File: src/rtl/fft_ctrl_pkg.sv
// Shared state encoding, sizes and rotator select codes for the FFT address/control sequencer.
package fft_ctrl_pkg;

    localparam int LOG2N = 5;
    localparam int N     = 32;
    localparam int NBF   = 16;

    typedef enum logic [2:0] {
        ST_IDLE,
        ST_ISSUE,
        ST_DRAIN,
        ST_OUTPUT,
        ST_DONE
    } state_t;

    localparam logic [2:0] ROT_L1 = 3'd0;
    localparam logic [2:0] ROT_L2 = 3'd1;
    localparam logic [2:0] ROT_L3 = 3'd2;
    localparam logic [2:0] ROT_L4 = 3'd3;

    function automatic logic [4:0] bitrev5(input logic [4:0] v);
        logic [4:0] r;
        for (int i = 0; i < 5; i++) r[i] = v[4-i];
        return r;
    endfunction

endpackage

File: src/rtl/fft_wb_delay.sv
// Fixed-latency write-back delay line: replays each accepted butterfly issue DEPTH cycles later.
module fft_wb_delay #(
    parameter int DEPTH = 3,
    parameter int W     = 11
) (
    input  logic         clk,
    input  logic         clr,
    input  logic [W-1:0] din,
    output logic [W-1:0] dout
);

    logic [W-1:0] pipe [DEPTH];

    // Never stalls; clr flushes every slot so no stale write-back escapes.
    always_ff @(posedge clk) begin
        if (clr) begin
            for (int i = 0; i < DEPTH; i++) pipe[i] <= '0;
        end else begin
            pipe[0] <= din;
            for (int i = 1; i < DEPTH; i++) pipe[i] <= pipe[i-1];
        end
    end

    assign dout = pipe[DEPTH-1];

endmodule

File: src/rtl/fft_addr_seq.sv
// Stage/butterfly sequencer for the 32-point radix-2 DIF FFT: issue, drain, bit-reversed readout.
module fft_addr_seq #(
    parameter int LOG2N    = 5,
    parameter int PIPE_LAT = 3
) (
    input  logic             clk,
    input  logic             clr,
    input  logic             start,
    input  logic             bf_ready,
    output logic             rd_valid,
    output logic [LOG2N-1:0] rd_addr_a,
    output logic [LOG2N-1:0] rd_addr_b,
    output logic [LOG2N-2:0] tw_idx,
    output logic             rot_clr,
    output logic [2:0]       rot_sel,
    output logic             wr_valid,
    output logic [LOG2N-1:0] wr_addr_a,
    output logic [LOG2N-1:0] wr_addr_b,
    output logic             out_valid,
    output logic [LOG2N-1:0] out_addr,
    input  logic             out_ready,
    output logic             busy,
    output logic             done
);
    import fft_ctrl_pkg::*;

    localparam int WBW = 2 * LOG2N + 1;

    state_t           state, state_nxt;
    logic [2:0]       stage;
    logic [LOG2N-2:0] bf;
    logic [LOG2N-1:0] k;
    logic [2:0]       drain;

    logic issue_acc, out_acc, drain_end, last_stage;
    logic [LOG2N-1:0] span, mask, j_ext;
    logic [WBW-1:0]   wb_in, wb_out;

    assign issue_acc  = rd_valid & bf_ready;
    assign out_acc    = out_valid & out_ready;
    assign drain_end  = (drain == 3'(PIPE_LAT - 1));
    assign last_stage = (stage == 3'(LOG2N - 1));

    always_comb begin
        state_nxt = state;
        case (state)
            ST_IDLE:   if (start) state_nxt = ST_ISSUE;
            ST_ISSUE:  if (issue_acc && bf == (LOG2N-1)'(NBF - 1)) state_nxt = ST_DRAIN;
            ST_DRAIN:  if (drain_end) state_nxt = last_stage ? ST_OUTPUT : ST_ISSUE;
            ST_OUTPUT: if (out_acc && k == LOG2N'(N - 1)) state_nxt = ST_DONE;
            ST_DONE:   state_nxt = ST_IDLE;
            default:   state_nxt = ST_IDLE;
        endcase
    end

    always_ff @(posedge clk) begin
        if (clr) state <= ST_IDLE;
        else     state <= state_nxt;
    end

    // j and k wrap naturally at their last value, so they are already 0 for the next stage/phase.
    always_ff @(posedge clk) begin
        if (clr) begin
            stage <= '0;
            bf    <= '0;
            k     <= '0;
            drain <= '0;
        end else begin
            case (state)
                ST_ISSUE: begin
                    drain <= '0;
                    if (issue_acc) bf <= bf + 1'b1;
                end
                ST_DRAIN: begin
                    if (drain_end) begin
                        drain <= '0;
                        if (!last_stage) stage <= stage + 1'b1;
                    end else begin
                        drain <= drain + 1'b1;
                    end
                end
                ST_OUTPUT: if (out_acc) k <= k + 1'b1;
                default: begin
                    stage <= '0;
                    bf    <= '0;
                    k     <= '0;
                    drain <= '0;
                end
            endcase
        end
    end

    // Splicing a zero in at bit (4-s) is the same as shifting the high part of j up by one.
    assign span  = {1'b1, {(LOG2N-1){1'b0}}} >> stage;
    assign mask  = span - 1'b1;
    assign j_ext = {1'b0, bf};

    assign rd_valid  = (state == ST_ISSUE);
    assign rd_addr_a = rd_valid ? (((j_ext & ~mask) << 1) | (j_ext & mask)) : '0;
    assign rd_addr_b = rd_valid ? (rd_addr_a + span) : '0;
    assign tw_idx    = rd_valid ? ((bf & mask[LOG2N-2:0]) << stage) : '0;

    always_comb begin
        rot_clr = 1'b1;
        rot_sel = ROT_L1;
        if ((state == ST_ISSUE || state == ST_DRAIN) && stage != 3'd0) begin
            rot_clr = 1'b0;
            case (stage)
                3'd1:    rot_sel = ROT_L1;
                3'd2:    rot_sel = ROT_L2;
                3'd3:    rot_sel = ROT_L3;
                default: rot_sel = ROT_L4;
            endcase
        end
    end

    assign wb_in = issue_acc ? {1'b1, rd_addr_a, rd_addr_b} : '0;

    fft_wb_delay #(
        .DEPTH(PIPE_LAT),
        .W    (WBW)
    ) u_wb_delay (
        .clk (clk),
        .clr (clr),
        .din (wb_in),
        .dout(wb_out)
    );

    assign {wr_valid, wr_addr_a, wr_addr_b} = wb_out;

    assign out_valid = (state == ST_OUTPUT);
    assign out_addr  = out_valid ? bitrev5(k) : '0;
    assign busy      = (state != ST_IDLE);
    assign done      = (state == ST_DONE);

endmodule

File: config.mk
export PLATFORM = sky130hd
export DESIGN_NAME = fft_addr_seq
export DESIGN_NICKNAME = d
export VERILOG_FILES = /design/src/rtl/fft_ctrl_pkg.sv /design/src/rtl/fft_wb_delay.sv /design/src/rtl/fft_addr_seq.sv
export SDC_FILE = /design/constraint.sdc
export NUM_CORES = 1
export LEC_CHECK = 0
export ABC_AREA = 1
export BUFFER_PORTS_ARGS = -buffer_cell sky130_fd_sc_hd__buf_2
export CAP_MARGIN = 0
export CORE_AREA = 2 2 74 94
export DETAILED_ROUTE_END_ITERATION = 16
export DIE_AREA = 0 0 76 96
export PLACE_DENSITY_LB_ADDON = 0.08
export SYNTH_ARGS = -nofsm -noshare
export SYNTH_HDL_FRONTEND = slang
export SYNTH_HIERARCHICAL = 1
export SYNTH_SLANG_ARGS = --single-unit
File: constraint.sdc
create_clock -name clk -period 5.7 [get_ports clk]
set_input_delay 1.71 -clock clk [delete_from_list [all_inputs] [get_ports clk]]
set_output_delay 1.71 -clock clk [all_outputs]
set_load 0.01 [all_outputs]
== Word-level counts from Yosys, hierarchy flattened ==
Memory sizes are Yosys's and may differ from the RTL's.
Cells that the tools add are included.

* Input port bits: 5
* Memories kept: 1
* Word-level logic and storage cells: 88
* Output and inout port bits: 38
* Bits in registers: 18
* Memory bits (writable): 33

* Shifts and indexed selects: 2
* Bitwise gates (word level): 13
* Add/sub/neg operators: 6
* Mux-type cells: 29
* Reductions and logical operators: 14
* Equal/unequal tests: 18

{| class="wikitable"
|+ Memories
! memory !! words !! bits a word !! rd ports !! clocked after Yosys merged registers in !! write ports !! line !! source
|-
| u_wb_delay.pipe || 3 || 11 || 3 || 0 || 3 || fft_wb_delay.sv:12 || <nowiki>logic [W-1:0] pipe [DEPTH];</nowiki>
|}

{| class="wikitable"
|+ Operators with widths
! cell !! number
|-
| $mux 11 || 4
|-
| $mux 3 || 7
|-
| $mux 5 || 4
|-
| $eq 3x2->1 const B || 5
|-
| $pmux 3 s2 || 2
|-
| $pmux 3 s4 || 1
|-
| $pmux 5 s2 || 1
|-
| $and 4x4->4 || 2
|-
| $mux 4 || 2
|-
| $ne 2x1->1 const B || 4
|-
| $pmux 4 s2 || 1
|-
| $add 3x1->3 const B || 2
|-
| $eq 3x1->1 const B || 2
|-
| $eq 3x3->1 const B || 2
|-
| $ne 2x2->1 const B || 3
|-
| $pmux 2 s3 || 1
|-
| $reduce_bool 3->1 || 2
|-
| $reduce_or 2->1 || 3
|-
| $add 5x1->5 const B || 1
|-
| $add 5x5->5 || 1
|-
| $and 4x5->5 || 1
|-
| $eq 5x5->1 const B || 1
|-
| $or 5x5->5 || 1
|-
| $shr 5x3->5 const A || 1
|-
| 16 further kinds || 28
|}

== Depth between registers and ports, before layout ==
Gate-level depths: netlist of the first run.

* Depth in word-level cells: 10
* Mapped depth: 22
* Mapped depth without buffers: 21

== Modules after synthesis ==
The synthesis of the first run kept the hierarchy.

{| class="wikitable"
|+ Modules (own cells, without submodules)
! module !! area an instance (um2) !! cells an instance !! seq. area each (um2) !! times used
|-
| fft_addr_seq || 1592.8 || 266 || 360.3 || 1
|-
| fft_wb_delay || 1041.0 || 114 || 660.6 || 1
|}

== Least setup slack after synthesis of the first run ==
No wires, ideal clock.

* Path kind: register to output
* From: reg stage[0]
* To: out rd_addr_b[4]
* Data required time: 3990 ps
* Path buffers: 1
* Arrival time: 2548 ps
* Stages on the path, launching flop included: 16
* Slack: 1442 ps
* Path through: dfxtp_1 -> clkbuf_1 -> inv_1 -> ha_1 -> nand2_1 -> inv_1 -> a22oi_1 -> nor2_1 -> fa_1 -> nand3_1 -> nand3_1 -> nand2_1 -> inv_1 -> nand2_1 -> nand2_1 -> nor2_1

* Cells in the longest elaborated chain, start to end: 8
* Elaborated cells on any way between the ends: 9
* Classes of those cells: add/sub: 2; shift: 1; mux: 2; bitwise: 4

{| class="wikitable"
|+ Ends and longest elaborated chain
! item !! line !! source
|-
| start, declared || fft_addr_seq.sv:30 || <nowiki>logic [2:0] stage;</nowiki>
|-
| start signal, assigned || fft_addr_seq.sv:77 || <nowiki>if (!last_stage) stage <= stage + 1'b1;</nowiki>
|-
| $shr 5x3->5 * || fft_addr_seq.sv:94 || <nowiki>assign span = {1'b1, {(LOG2N-1){1'b0}}} >> stage;</nowiki>
|-
| $sub 5x1->5 * || fft_addr_seq.sv:95 || <nowiki>assign mask = span - 1'b1;</nowiki>
|-
| $not 4->4 || fft_addr_seq.sv:99 || <nowiki>assign rd_addr_a = rd_valid ? (((j_ext & ~mask) << 1) | (j_ext & mask)) : '0;</nowiki>
|-
| $and 4x4->4 || fft_addr_seq.sv:99 ||
|-
| $or 5x5->5 * || fft_addr_seq.sv:99 ||
|-
| $mux 5 * || fft_addr_seq.sv:99 ||
|-
| via rd_addr_a[1] || fft_addr_seq.sv:11 || <nowiki>output logic [LOG2N-1:0] rd_addr_a,</nowiki>
|-
| $add 5x5->5 * || fft_addr_seq.sv:100 || <nowiki>assign rd_addr_b = rd_valid ? (rd_addr_a + span) : '0;</nowiki>
|-
| $mux 5 * || fft_addr_seq.sv:100 ||
|-
| end, declared || fft_addr_seq.sv:12 || <nowiki>output logic [LOG2N-1:0] rd_addr_b,</nowiki>
|}

The timed path passes the listed nets; every way through them passes the cells marked *.

== Worst setup path in the final report of the first run ==
* From: reg stage[0]
* To: out rd_addr_b[4]

* Cells in the longest elaborated chain, start to end: 8
* Elaborated cells on any way between the ends: 9
* Classes of those cells: add/sub: 2; shift: 1; mux: 2; bitwise: 4

{| class="wikitable"
|+ Ends and longest elaborated chain
! item !! line
|-
| $shr 5x3->5 * || fft_addr_seq.sv:94
|-
| $sub 5x1->5 || fft_addr_seq.sv:95
|-
| $not 4->4 || fft_addr_seq.sv:99
|-
| $and 4x4->4 || fft_addr_seq.sv:99
|-
| $or 5x5->5 || fft_addr_seq.sv:99
|-
| $mux 5 || fft_addr_seq.sv:99
|-
| $add 5x5->5 * || fft_addr_seq.sv:100
|-
| $mux 5 * || fft_addr_seq.sv:100
|}

Mark *: on every way between the ends. The rest lies on a longest branch, timed or not.

==> results of run 1 <==
cell type report:
type                    instances  area (um2)
fillers                       683        3500
multi-input cells             232        1170
flip-flops and latches         51        1020
inverters                      78         293
repair buffers                 41         205
well taps                      87         109
clock buffers                   5        68.8
clock inverters                 3        28.8
through the flow:
stage | cell area [um2] | instances | setup WS, ns | utilization | hold slack, ns
5_1_grt | 2900 | 497 | 0.548 | 0.453 | 0.414
2_1_floorplan | 2630 | 380 | 1.44 | - | 0.388
3_5_place_dp | 2800 | 489 | 1.27 | 0.437 | 0.392
6_report | 2900 | 497 | 0.891 | 0.453 | 0.404
4_1_cts | 2900 | 497 | 0.886 | 0.453 | 0.405
3_3_place_gp | 2800 | 489 | 1.31 | 0.437 | 0.390
tightest hold or removal path: stages, from the launching register on:
cell and delay, ns:
sky130_fd_sc_hd__dfxtp_1 0.31, sky130_fd_sc_hd__inv_1 0.04, sky130_fd_sc_hd__nor2_1 0.03
worst max path at each step:
stage / from / endpoint / slack (ns) / cells past startpoint
floorplan: stage[0]$_SDFFE_PP0P_ / rd_addr_b[4] / 1.44 / 15
global placement: stage[0]$_SDFFE_PP0P_ / rd_addr_b[4] / 1.31 / 15
detailed placement: stage[0]$_SDFFE_PP0P_ / rd_addr_b[4] / 1.27 / 16
CTS: stage[0]$_SDFFE_PP0P_ / rd_addr_b[4] / 0.89 / 16
global route: stage[0]$_SDFFE_PP0P_ / rd_addr_b[4] / 0.55 / 16
finish: stage[0]$_SDFFE_PP0P_ / rd_addr_b[4] / 0.89 / 15
layout by cell type, fill, tap and decap left out:
cell	Yosys	layout
sky130_fd_sc_hd__inv_1	74	74
sky130_fd_sc_hd__o21ai_1	2	2
sky130_fd_sc_hd__inv_8	0	1
sky130_fd_sc_hd__a22oi_1	1	1
sky130_fd_sc_hd__xnor2_1	1	1
sky130_fd_sc_hd__inv_2	4	4
sky130_fd_sc_hd__nand2_1	52	52
sky130_fd_sc_hd__nor3_1	8	8
sky130_fd_sc_hd__nand4_1	2	2
sky130_fd_sc_hd__dfxtp_1	51	51
sky130_fd_sc_hd__ha_1	12	12
sky130_fd_sc_hd__clkbuf_8	0	5
sky130_fd_sc_hd__clkinv_4	0	2
sky130_fd_sc_hd__o21ai_0	9	9
sky130_fd_sc_hd__conb_1	1	1
sky130_fd_sc_hd__o21ai_2	2	2
sky130_fd_sc_hd__nand2_2	5	5
sky130_fd_sc_hd__a21oi_1	16	16
sky130_fd_sc_hd__nand3_2	2	2
sky130_fd_sc_hd__nor2_8	1	1
sky130_fd_sc_hd__nor2_1	86	86
sky130_fd_sc_hd__nor2_4	1	1
sky130_fd_sc_hd__nor2_2	3	3
sky130_fd_sc_hd__a21oi_2	1	1
sky130_fd_sc_hd__fa_1	1	1
sky130_fd_sc_hd__buf_2	2	41
sky130_fd_sc_hd__o31ai_1	1	1
sky130_fd_sc_hd__nand3_1	21	21
sky130_fd_sc_hd__or2_2	1	1
sky130_fd_sc_hd__o22ai_1	1	1
sky130_fd_sc_hd__nand2_4	2	2
registers in the layout (all words and copies together) (netlist names):
register / count
drain: 3
stage: 3
u_wb_delay/pipe: 33
k: 5
bf: 4
state: 3
logic make-up (layout without fill, tap and decap cells):
group                      after synthesis  after routing  synth area share
xor gates and xnor gates                 1              1           0.00333
other                                    1              1           0.00142
AOI/OAI and AO/OA                       33             33            0.0694
DFF                                     51             51             0.388
adders and majority gates               13             13            0.0646
and+or+nand+nor                        184            184             0.306
buffers and inverters                   97            127             0.168
where the power goes:
| group | switching, uW | internal (uW) |
|---|---|---|
| Clock | 136 | 91.3 |
| Combinational | 120 | 55.4 |
| Sequential | 18.6 | 369 |
| Total | 275 | 516 |
per-layer routing:
layer,global-route usage,vias to the layer above,part of all wire
li1,-,1190,-
met1,0.171,947,0.47
met2,0.272,39,0.48
met3,0.0272,6,0.034
met4,0.0500,0,0.010
met5,0,-,0
==> impl_metrics.csv, run 1 <==
group,metric,value,unit
clock_network,cts-buffers-inserted,5,
timing,max_clock_freq,208,MHz
clock_network,clock_tree_from_tritoncts,"yes",
logic_synthesis,ys_ff_latch,51,
global_routing,overflow,0,
logic_synthesis,post_synth_num_cell_types,31,
critical_path,worstPathArrival,3.10,ns
clock_network,cts.sink_count,51,
critical_path,start_kind,"register",
critical_path,reg2reg_slack,2.84,ns
timing,final_hold_viol_count,0,
critical_path,critical_r2r_launch,"stage[0]$_SDFFE_PP0P_",
logic_synthesis,yosysSeqAreaShare,0.388,
timing,period_minus_slack,4.81,ns
power,power_per_cell_area,273,nW/um2
timing,report.final.setup_viol,0,
detailed_routing,routed_wl,5.28,mm
critical_path,crit_chain,"inv_1 -> ha_1 -> nand2_1 -> inv_1 -> a22oi_1 -> nor2_1 -> fa_1 -> nand3_1 -> nand3_1 -> nand2_1 -> inv_1 -> nand2_1 -> nand2_1 -> nor2_1 -> buf_2",
timing,report.final.slew_viol_count,0,
critical_path,critical_path.max_stage_delay,0.55,ns
timing,finalSetupTns,0,ns
logic_synthesis,synth.net_count,398,
floorplanning,standard_cell_core_area,6400,um2
critical_path,timing.setup.critical_path_class,"register to primary output",
logic_synthesis,most_common_library_cells_after_synthesis,"86 x sky130_fd_sc_hd__nor2_1, 74 x sky130_fd_sc_hd__inv_1, 52 x sky130_fd_sc_hd__nand2_1",
critical_path,worst_r2r_path_depth,17,
clock_network,clkTransAtPathRegs,0.12,ns
job,max_cap_viol_count,0,
logic_synthesis,synth_enable_flop_cells,0,
global_routing,grt_antenna_before_repair,0,
final_layout,antennaDiodeCount,0,
placed_design,routabilityCongestion,0.903,
logic_synthesis,synth.avg_cell_area,6.93,um2
logic_synthesis,post_synth_inst_count,380,
logic_synthesis,top_area_cells_in_the_synthesized_netlist,"sky130_fd_sc_hd__dfxtp_1 39%, sky130_fd_sc_hd__nor2_1 12%, sky130_fd_sc_hd__inv_1 11%",
worst_hold_path,min-delay-start,"u_wb_delay/pipe[0][21]$_SDFF_PP0_",
detailed_routing,drt_drc_violations_left,0,
logic_synthesis,post-synth-top-count-cell,"sky130_fd_sc_hd__nor2_1",
critical_path,regToRegEndpoint,"u_wb_delay/pipe[0][4]$_SDFF_PP0_",
logic_synthesis,synthDominantCellAreaShare,0.388,
clock_network,cts-hold-fix-buffers,0,
placed_design,dp_hpwl,3.94,mm
detailed_routing,avgRoutedWirePerCell,10.6,um
clock_network,cts-root-buf,"sky130_fd_sc_hd__clkbuf_8",
power,static_leakage,0.00137,uW
critical_path,cp_max_fo,11,
critical_path,cpLargestDelayFamily,"simple AND/OR/NAND/NOR gates",
detailed_routing,detailedRoute.firstIterationViolations,69,
placed_design,placement.io_buffers,41,
clock_network,ctsLongestPathBuffers,2,
critical_path,critical_path_rt,3.99,ns
detailed_routing,drtAntennaViolNets,0,
logic_synthesis,dominantRegCellSynth,"sky130_fd_sc_hd__dfxtp_1",
power,vdd.ir_drop.worst,119,uV
timing,finClkSkew,0.0212,ns
global_routing,grt_pass1_wl,8.57,mm
floorplanning,start_util,0.412,
critical_path,cp_slowest_cell,"sky130_fd_sc_hd__dfxtp_1",
power,fin_total_pwr,791,uW
floorplanning,dieHeight,96,um
detailed_routing,detailroute.via_count,2182,
global_routing,largest_net_degree_at_the_start_of_global_routing,41,
logic_synthesis,share_of_async_settable_or_async_resettable_flops_after_synthesis,0,
logic_synthesis,netlist.top_cell.by_area,"sky130_fd_sc_hd__dfxtp_1",
logic_synthesis,post_synth_instance_area,2630,um2
worst_hold_path,min-delay-path-class,"register to register",
run_status,status,"completed",
timing,rsz_0062_raised_after_global_routing,"no",
floorplanning,die_w,76,um
critical_path,critPathBufInv,4,
clock_network,ctsHtreeMaxLevel,2,
global_routing,number_of_global_route_vias_before_repair,1924,
critical_path,cpMostUsedCell,"sky130_fd_sc_hd__nand2_1",
final_layout,final_layout_size_suffix_gt1_frac,0.173,
timing,worst_rel_slew_slack,0.506,
floorplanning,die_area,7300,um2
floorplanning,io_pins,43,
global_routing,overall_routing_resource_usage,0.146,
timing,worst_slew_pin_slew,0.742,ns
worst_hold_path,holdPathStages,2,
floorplanning,placement_row_count,33,
critical_path,end_kind,"primary output",
detailed_routing,dr.pass1.iters,4,
logic_synthesis,ys_warn_count,6,
clock_network,postCtsSetupBuffers,0,
detailed_routing,vias_per_cell,4.39,
worst_hold_path,whs_endpoint,"u_wb_delay/pipe[0][32]$_SDFF_PP0_",
final_layout,syn_to_final_growth,9.98,%
clock_network,post_cts_resized,0,
final_layout,num-nets-final,427,
timing,post-route-period-util,0.844,
clock_network,clkLatencyLatePin,0.32,ns
Power figures use the tool's default switching activity.
==> run 2: changes to the inputs <==
--- a/config.mk
+++ b/config.mk
@@ -5,12 +5,12 @@
 export SDC_FILE = /design/constraint.sdc
 export NUM_CORES = 1
 export LEC_CHECK = 0
-export ABC_AREA = 1
+export ABC_AREA = 0
 export BUFFER_PORTS_ARGS = -buffer_cell sky130_fd_sc_hd__buf_2
 export CAP_MARGIN = 0
-export CORE_AREA = 2 2 74 94
+export CORE_AREA = 2 2 73 93
 export DETAILED_ROUTE_END_ITERATION = 16
-export DIE_AREA = 0 0 76 96
+export DIE_AREA = 0 0 75 95
 export PLACE_DENSITY_LB_ADDON = 0.08
 export SYNTH_ARGS = -nofsm -noshare
 export SYNTH_HDL_FRONTEND = slang
==> constraint.sdc (replaced) <==
create_clock -name clk -period 3.9 [get_ports clk]
set_input_delay 1.17 -clock clk [delete_from_list [all_inputs] [get_ports clk]]
set_output_delay 1.17 -clock clk [all_outputs]
set_load 0.01 [all_outputs]
==> run 2 against run 1 <==
Against the previous run: area after synthesis decreased by 2.7%; die area decreased by 2.3%; flip-flop and latch count unchanged; via count decreased by 6.8%; worst setup slack got worse by 0.80 ns; clock-buffer cell count increased by 1; largest power group unchanged; highest routed layer unchanged.
==> impl_metrics.csv, run 2 <==
group,metric,value,unit
detailed_routing,avgRoutedWirePerCell,12.9,um
clock_network,cts-root-buf,"sky130_fd_sc_hd__clkbuf_8",
final_layout,multi_input_comb_area,1470,um2
critical_path,end_kind,"primary output",
placed_design,pre_cts_slack,0.0568,ns
power,power_per_cell_area,358,nW/um2
logic_synthesis,synth.net_count,309,
timing,fin_ws,0.0916,ns
global_routing,grt_pass1_wl,8.77,mm
worst_hold_path,min-delay-path-class,"register to register",
power,sequentialPowerShare,0.491,
power,power.switching_fraction,0.315,
floorplanning,dieHeight,95,um
clock_network,clock_tree_from_tritoncts,"yes",
power,switching_power,355,uW
critical_path,cpLargestDelayFamily,"XOR/XNOR gates",
logic_synthesis,dominantRegCellSynth,"sky130_fd_sc_hd__dfxtp_1",
critical_path,crit_chain,"buf_6 -> ha_2 -> xor2_1 -> o21ai_2 -> buf_4 -> o2bb2ai_2 -> and2_4 -> ha_4 -> a21oi_2 -> xnor3_1 -> nor2_1 -> buf_2",
critical_path,start_kind,"register",
floorplanning,die_area,7130,um2
critical_path,timing.setup.critical_path_class,"register to primary output",
logic_synthesis,most_common_library_cells_after_synthesis,"51 x sky130_fd_sc_hd__dfxtp_1, 39 x sky130_fd_sc_hd__nor2b_1, 31 x sky130_fd_sc_hd__nor2_1",
logic_synthesis,top_area_cells_in_the_synthesized_netlist,"sky130_fd_sc_hd__dfxtp_1 40%, sky130_fd_sc_hd__nor2b_1 9.5%, sky130_fd_sc_hd__ha_1 5.9%",
clock_network,ctsHtreeMaxLevel,2,
timing,finClkSkew,0.00386,ns
final_layout,num-nets-final,354,
logic_synthesis,yosysSeqAreaShare,0.398,
logic_synthesis,netlist.top_cell.by_area,"sky130_fd_sc_hd__dfxtp_1",
critical_path,reg2reg_slack,1.36,ns
final_layout,number_of_fill_cells,636,
detailed_routing,drtAntennaViolNets,0,
power,static_leakage,0.00142,uW
global_routing,overflow,0,
critical_path,critical_path.max_stage_delay,0.39,ns
final_layout,largest_reg_flops,33,
logic_synthesis,ys_ff_latch,51,
placed_design,place_area,2810,um2
final_layout,antennaDiodeCount,0,
detailed_routing,detailedRoute.firstIterationViolations,72,
logic_synthesis,combinational_family_with_the_most_area_after_synthesis,"simple AND/OR/NAND/NOR gates",
clock_network,cts-hold-fix-buffers,0,
logic_synthesis,post_synth_num_cell_types,54,
detailed_routing,drt_drc_violations_left,0,
floorplanning,io_pins,43,
logic_synthesis,ys_warn_count,6,
global_routing,number_of_global_route_vias_before_repair,1859,
global_routing,largest_net_degree_at_the_start_of_global_routing,42,
logic_synthesis,synth.avg_cell_area,8.81,um2
critical_path,cp_slowest_cell,"sky130_fd_sc_hd__dfxtp_4",
final_layout,final_design_area_no_fill,3140,um2
final_layout,ff_latch_area,1030,um2
final_layout,largest_registers,"u_wb_delay/pipe (33), k (5), bf (4)",
critical_path,critPathBufInv,3,
global_routing,grt_antenna_before_repair,0,
floorplanning,placement_row_count,33,
timing,worst_rel_slew_slack,0.611,
timing,report.final.slew_viol_count,0,
clock_network,cts-buffers-inserted,5,
detailed_routing,dr.pass1.iters,4,
timing,report.final.setup_viol,0,
floorplanning,start_util,0.406,
logic_synthesis,synth_compound_area_frac,0.111,
placed_design,routabilityCongestion,0.822,
timing,worst_slew_pin_slew,0.576,ns
clock_network,clkLatencyLatePin,0.30,ns
timing,rsz_0062_raised_after_global_routing,"yes",
detailed_routing,vias_per_cell,4.80,
timing,post-route-period-util,0.977,
final_layout,final_layout_size_suffix_gt1_frac,0.312,
final_layout,layout.cells.most_common,"sky130_fd_sc_hd__dfxtp_1",
placed_design,placement.io_buffers,41,
power,pwr-share-clk,0.288,
logic_synthesis,synth_xor_area_frac,0.0395,
logic_synthesis,synth_enable_flop_cells,0,
timing,final_hold_viol_count,0,
final_layout,registers.top_by_ff_count,"u_wb_delay/pipe",
power,power_frac_comb,0.221,
clock_network,clkTransAtPathRegs,0.10,ns
run_status,status,"completed",
placed_design,dp_hpwl,3.85,mm
logic_synthesis,synth_simple_gate_area_frac,0.289,
power,cell_internal_pwr,771,uW
final_layout,syn_to_final_growth,22.6,%
power,vdd.ir_drop.worst,178,uV
critical_path,worstPathArrival,2.64,ns
critical_path,critical_path_rt,2.73,ns
clock_network,ctsLongestPathBuffers,2,
floorplanning,die_w,75,um
detailed_routing,routed_wl,5.48,mm
clock_network,cts.sink_count,51,
critical_path,cp_max_fo,7,
logic_synthesis,post_synthesis_adder_cell_area_fraction,0.0664,
logic_synthesis,share_of_async_settable_or_async_resettable_flops_after_synthesis,0,
logic_synthesis,synthDominantCellAreaShare,0.398,
logic_synthesis,post_synth_instance_area,2560,um2
detailed_routing,detailroute.via_count,2034,
floorplanning,standard_cell_core_area,6320,um2
logic_synthesis,post_synth_inst_count,291,
logic_synthesis,synth.mux.area_fraction,0.00830,
timing,finalSetupTns,0,ns
job,max_cap_viol_count,0,
final_layout,layout_common_cells,"48 x sky130_fd_sc_hd__dfxtp_1, 41 x sky130_fd_sc_hd__buf_2, 39 x sky130_fd_sc_hd__nor2b_1",
timing,max_clock_freq,263,MHz
logic_synthesis,post-synth-top-count-cell,"sky130_fd_sc_hd__dfxtp_1",
timing,period_minus_slack,3.81,ns
global_routing,overall_routing_resource_usage,0.162,
-- run 2: worst register-to-register path, stage by stage, from the launching register on --
cell                       delay [ns]
sky130_fd_sc_hd__dfxtp_4         0.39
sky130_fd_sc_hd__inv_4           0.05
sky130_fd_sc_hd__ha_4            0.16
sky130_fd_sc_hd__nand2_4         0.08
sky130_fd_sc_hd__clkinv_4        0.08
sky130_fd_sc_hd__xnor2_4         0.16
sky130_fd_sc_hd__a22oi_2         0.18
sky130_fd_sc_hd__nor2_2          0.07
sky130_fd_sc_hd__buf_4           0.14
sky130_fd_sc_hd__ha_1            0.28
sky130_fd_sc_hd__a21o_1          0.17
sky130_fd_sc_hd__a21oi_2         0.14
sky130_fd_sc_hd__xor2_1          0.21
sky130_fd_sc_hd__buf_4           0.14
sky130_fd_sc_hd__nor2_1          0.03
sky130_fd_sc_hd__nor2b_1         0.13
-- run 2: metrics by stage --
step,util,total power (uW),cells,hold WS [ns]
6_report,0.498,1130,424,0.441
5_1_grt,0.498,1200,424,0.464
4_1_cts,0.477,1140,421,0.447
3_5_place_dp,0.445,811,407,0.423
3_3_place_gp,0.445,813,407,0.416
2_1_floorplan,-,745,291,0.414
-- run 2: area by class of cell --
| class | count | area share |
|---|---|---|
| clock inverter | 2 | 0.00517 |
| timing repair buffer | 64 | 0.121 |
| multi-input combinational | 201 | 0.466 |
| tap | 87 | 0.0346 |
| inverter | 13 | 0.0187 |
| sequential | 51 | 0.327 |
| clock buffer | 6 | 0.0263 |
-- run 2: worst paths after layout --
kind / startpoint / end / cells past startpoint
worst max-delay path: stage[1]$_SDFFE_PP0P_ / rd_addr_b[4] / 12
worst min register to register: u_wb_delay/pipe[0][7]$_SDFF_PP0_ / u_wb_delay/pipe[0][18]$_SDFF_PP0_ / 1
worst min-delay path: u_wb_delay/pipe[0][7]$_SDFF_PP0_ / u_wb_delay/pipe[0][18]$_SDFF_PP0_ / 1
worst max register to register: stage[1]$_SDFFE_PP0P_ / u_wb_delay/pipe[0][3]$_SDFF_PP0_ / 15
-- run 2: per-layer routing --
metal,up-vias,wire length (um),track usage
met5,-,0,0
met4,0,44,0.0402
met3,4,167,0.0309
met2,35,2740,0.284
met1,948,2530,0.200
li1,1047,-,-
-- run 2: logic make-up (layout without fill, tap and decap cells) --
logic type      Yosys count  after routing
fa+ha+maj                13             13
compound gates           43             43
xor+xnor                 10             10
buf+inv                  39             85
simple gates            132            132
mux                       2              2
other cells               1              1
flops                    51             51
-- run 2: power by group through the flow --
| stage | combinational [uW] | clock (uW) | sequential (uW) |
|---|---|---|---|
| after floorplan | 181 | 0 | 565 |
| after global placement | 248 | 0 | 566 |
| after detailed placement | 246 | 0 | 566 |
| after CTS | 249 | 340 | 554 |
| after global routing | 278 | 363 | 556 |
| final | 249 | 325 | 553 |
-- run 2: what timing repair did --
action	4_1_cts	5_1_grt
resized for setup	16	23
setup buffers	6	4
endpoints found under the setup margin	2	2
gates cloned	0	0
hold endpoints to repair	0	0
pin swaps	3	12
